### src/rtl/cond_branch_unit.sv
// SPARC-style Bicc condition evaluation with icc register and delay-slot annul tracking.
// Optional ICC_BYPASS_EN: a branch issued with cc_we evaluates its condition on flags_in.
module cond_branch_unit (
    input  logic       clk,
    input  logic       reset_n,
    input  logic [3:0] flags_in,
    input  logic       cc_we,
    input  logic       valid,
    input  logic       stall,
    input  logic       is_branch,
    input  logic [3:0] cond,
    input  logic       annul_bit,
    output logic [3:0] icc,
    output logic       taken,
    output logic       annul
);
    typedef enum logic [1:0] {IDLE, SLOT_EXEC, SLOT_ANNUL} state_t;

    state_t     r_state, w_next;
    logic [3:0] r_icc;
    logic       r_taken;
    logic [3:0] w_flags;
    logic       w_accept;
    logic       w_cond;
    logic       w_z, w_n, w_c, w_v;

    assign annul    = (r_state == SLOT_ANNUL) & valid;
    assign w_accept = valid & ~stall & ~annul;

`ifdef ICC_BYPASS_EN
    assign w_flags = cc_we ? flags_in : r_icc;
`else
    assign w_flags = r_icc;
`endif

    assign {w_z, w_n, w_c, w_v} = w_flags;

    always_comb begin
        w_cond = 1'b0;
        case (cond)
            4'h0: w_cond = 1'b0;
            4'h1: w_cond = w_z;
            4'h2: w_cond = w_z | (w_n ^ w_v);
            4'h3: w_cond = w_n ^ w_v;
            4'h4: w_cond = w_c | w_z;
            4'h5: w_cond = w_c;
            4'h6: w_cond = w_n;
            4'h7: w_cond = w_v;
            4'h8: w_cond = 1'b1;
            4'h9: w_cond = ~w_z;
            4'hA: w_cond = ~(w_z | (w_n ^ w_v));
            4'hB: w_cond = ~(w_n ^ w_v);
            4'hC: w_cond = ~(w_c | w_z);
            4'hD: w_cond = ~w_c;
            4'hE: w_cond = ~w_n;
            4'hF: w_cond = ~w_v;
            default: w_cond = 1'b0;
        endcase
    end

    always_comb begin
        w_next = r_state;
        case (r_state)
            IDLE, SLOT_EXEC: begin
                if (w_accept) begin
                    if (is_branch) begin
                        // BA,a annuls its slot; a=1 on a not-taken branch does too
                        if (annul_bit && ((cond == 4'h8) || !w_cond))
                            w_next = SLOT_ANNUL;
                        else
                            w_next = SLOT_EXEC;
                    end else begin
                        w_next = IDLE;
                    end
                end
            end
            SLOT_ANNUL: begin
                if (valid && !stall)
                    w_next = IDLE;
            end
            default: w_next = IDLE;
        endcase
    end

    always_ff @(posedge clk or negedge reset_n) begin
        if (!reset_n) begin
            r_state <= IDLE;
            r_icc   <= 4'b0000;
            r_taken <= 1'b0;
        end else begin
            r_state <= w_next;
            // Not gated by stall: the pulse never outlives one cycle
            r_taken <= w_accept & is_branch & w_cond;
            if (w_accept && cc_we)
                r_icc <= flags_in;
        end
    end

    assign icc   = r_icc;
    assign taken = r_taken;
endmodule
### config.mk
export PLATFORM = sky130hd
export DESIGN_NAME = cond_branch_unit
export DESIGN_NICKNAME = d
export VERILOG_FILES = /design/src/rtl/cond_branch_unit.sv
export SDC_FILE = /design/constraint.sdc
export NUM_CORES = 1
export LEC_CHECK = 0
export CAP_MARGIN = 30
export CORE_MARGIN = 2
export CORE_UTILIZATION = 35
export CTS_CLUSTER_DIAMETER = 50
export CTS_CLUSTER_SIZE = 16
export DETAILED_ROUTE_END_ITERATION = 12
export GPL_TIMING_DRIVEN = 1
export PLACE_DENSITY = 0.76
export REMOVE_ABC_BUFFERS = 1
export SYNTH_ARGS = -nofsm -noshare
export SYNTH_HDL_FRONTEND = slang
export SYNTH_SLANG_ARGS = --single-unit
### constraint.sdc
create_clock -name clk -period 1.35 [get_ports clk]
set_input_delay 0.405 -clock clk [delete_from_list [all_inputs] [get_ports clk]]
set_output_delay 0.405 -clock clk [all_outputs]
set_load 0.005 [all_outputs]
==> flow_summary.toml <==
[outcome]
status = "complete, but fails checks"
violations = "setup timing"

[sta]
fin_hold_ws_ps = 408
drv_slew = 0
max_clock_freq_mhz = 657
skew_ps = 5.37
rsz0062_at_grt = "true"
fin_crit_sh_pct = 113
min_period_ps = 1520
final_hold_viol_count = 0
worstMarginPinSlew_ps = 319
slew_headroom_pct = 78.7
fin_ws_ps = -172
setup_violations = 6

[grt]
antenna_found_initial = 0
gr-total-overflow = 0
grt_use_total_pct = 20.1
grt_pass1_wl_mm = 2.06
grt_max_degree = 8
first_global_vias = 509

[logic_synthesis]
ys_seq_elements = 7
synthTopCellsByArea = "dfrtp_1, mux2_2, nand2_1, xnor2_1, a21o_1"
synth_edf_count = 0
async_reset_ff_share_pct = 100
synth_top_family_by_area = "compound AO/OA/AOI/OAI gates"
synth-simple-area-share_pct = 20.1
synth-seq-area-share_pct = 37.9
synth_xor_xnor_area_share_pct = 5.69
yosysTopAreaCellShare_pct = 37.9
yosysUniqueCellTypes = 28
synthAdderAreaFrac_pct = 0
synth_area_um2 = 462
muxShareOfSynthArea_pct = 9.49
synth_compound_area_share_pct = 20.3
yosysTopAreaCell = "dfrtp_1"
avgSynthCellArea_um2 = 9.62
synth_cells = 48
yosys_warnings = 0
synth_top_flop_cell = "dfrtp_1"

[floorplan]
fp.dieW_um = 40.3
ioPinCount = 21
rows = 13
core_mm2 = 0.00127
die_y_um = 40.3
start_util_pct = 36.4
die_area_mm2 = 0.00163

[cells_and_area]
stdcell_area_um2 = 865
synthToLayoutAreaGrowth_pct = 87.3
final_common_cell = "buf_4"
fin_nets = 102
n_antenna_cell = 0
utilization_pct = 68.1
drive_gt1_share_pct = 44.2
fillers = 101
layout_common_cells = "buf_4, clkdlybuf4s50_1, dfrtp_1, dlygate4sd2_1, nand2_1"

[detailed_routing]
vias = 517
via_per_inst = 5.12
route.detailed.drc = 0
initialDrtViolationCount = 3
dr.pass1.iters = 4
ant_nets = 0
wl_mm = 1.45
post_drt_wl_per_cell_um = 14.4

[cts]
cts_buffers = 3
holdBufCountCts = 0
insertion_delay_ps = 250
h-tree-depth = 1
cts_tree = "done"
root_buffer = "clkbuf_4"
cts.sinks = 7
clock_path_buffers = 2
path_clk_slew_ps = 60

[setup_path]
crit_path_end_kind = "register"
required_ps = 1500
worstSetupPathType = "reg2reg"
cp_max_fo = 4
cp-start-kind = "register"
crit_arrival_ps = 1670

[min_path]
min_path_type = "in2async"

[power]
power_w = 0.000920
powerDensity_mw_per_mm2 = 1060
p_leak_nw = 0.411
irDropWorstVdd_v = 0.000538

[run]
maxCapViolCount = 0

[placement]
place_hpwl_um = 947
port_buffers = 20
post_dp_cell_area_um2 = 763
place_congestion = 0.672
==> final cells by class <==
type / count / area (um2) / share of cell area, %
clock buffer: 4 / 26.3 / 3.04
inverter: 4 / 15.0 / 1.74
multi-input combinational: 35 / 320 / 37.0
sequential: 7 / 176 / 20.4
tap: 15 / 18.8 / 2.17
timing repair buffer: 36 / 308 / 35.6
==> sequential cells by signal (all words and copies together) (netlist names) <==
register  count
icc           4
r_state       2
taken         1
==> synthesized netlist by cell type (all sizes together), types with 2 or more instances <==
master,n
a21o,2
and2b,3
dfrtp,7
inv,4
mux2,3
nand2,5
nor2,2
o21ai,2
xnor2,2
==> routing by layer <==
| layer | up-vias | track usage (%) | share of wire, % | wire (um) |
|---|---|---|---|---|
| li1 | 245 | - | - | - |
| met1 | 253 | 21.2 | 42 | 605 |
| met2 | 15 | 34.5 | 52 | 754 |
| met3 | 4 | 3.89 | 4.1 | 60 |
| met4 | 0 | 15.8 | 2.1 | 30 |
| met5 | - | 0 | 0 | 0 |
==> where the power goes <==
part | switching [W] | internal, W
Sequential | 0.0000366 | 0.000251
Clock | 0.0000799 | 0.000113
Combinational | 0.000180 | 0.000260
==> cell families after synthesis <==
family          Yosys count
buf+inv                   6
mux                       4
compound gates           11
flops                     7
simple gates             17
xor+xnor                  3
==> what timing repair did <==
action	CTS	global route
endpoints found under the setup margin	13	7
gates resized for setup	28	6
buffers inserted	2	1
pin swaps	7	1
endpoints found under the hold margin	0	0
==> final timing paths <==
kind | endpoint | cells after the start | slack (ps) | startpoint
max | r_state[1] | 5 | -170 | icc[2]
min | taken | 1 | 410 | reset_n
max reg2reg | r_state[1] | 5 | -170 | icc[2]
min reg2reg | r_state[1] | 2 | 570 | r_state[1]
max in group asynchronous | icc[2] | 1 | 680 | reset_n
min in group clk | r_state[1] | 2 | 570 | r_state[1]
==> worst max-delay path: stages, from the launching register on <==
cell      delay (ps)
dfrtp_2          440
xor2_2           170
a21o_1           200
a311oi_2         220
a32oi_2           90
o32ai_1          310
==> stage by stage <==
stage	worst slack [ps]	instances	TNS [ps]
CTS	-160	100	-633
global route	-236	101	-969
floorplan	-65.3	46	-118
finish	-172	101	-662
detailed placement	-654	94	-4040
global placement	-610	94	-3790
Power figures use the tool's default switching activity.
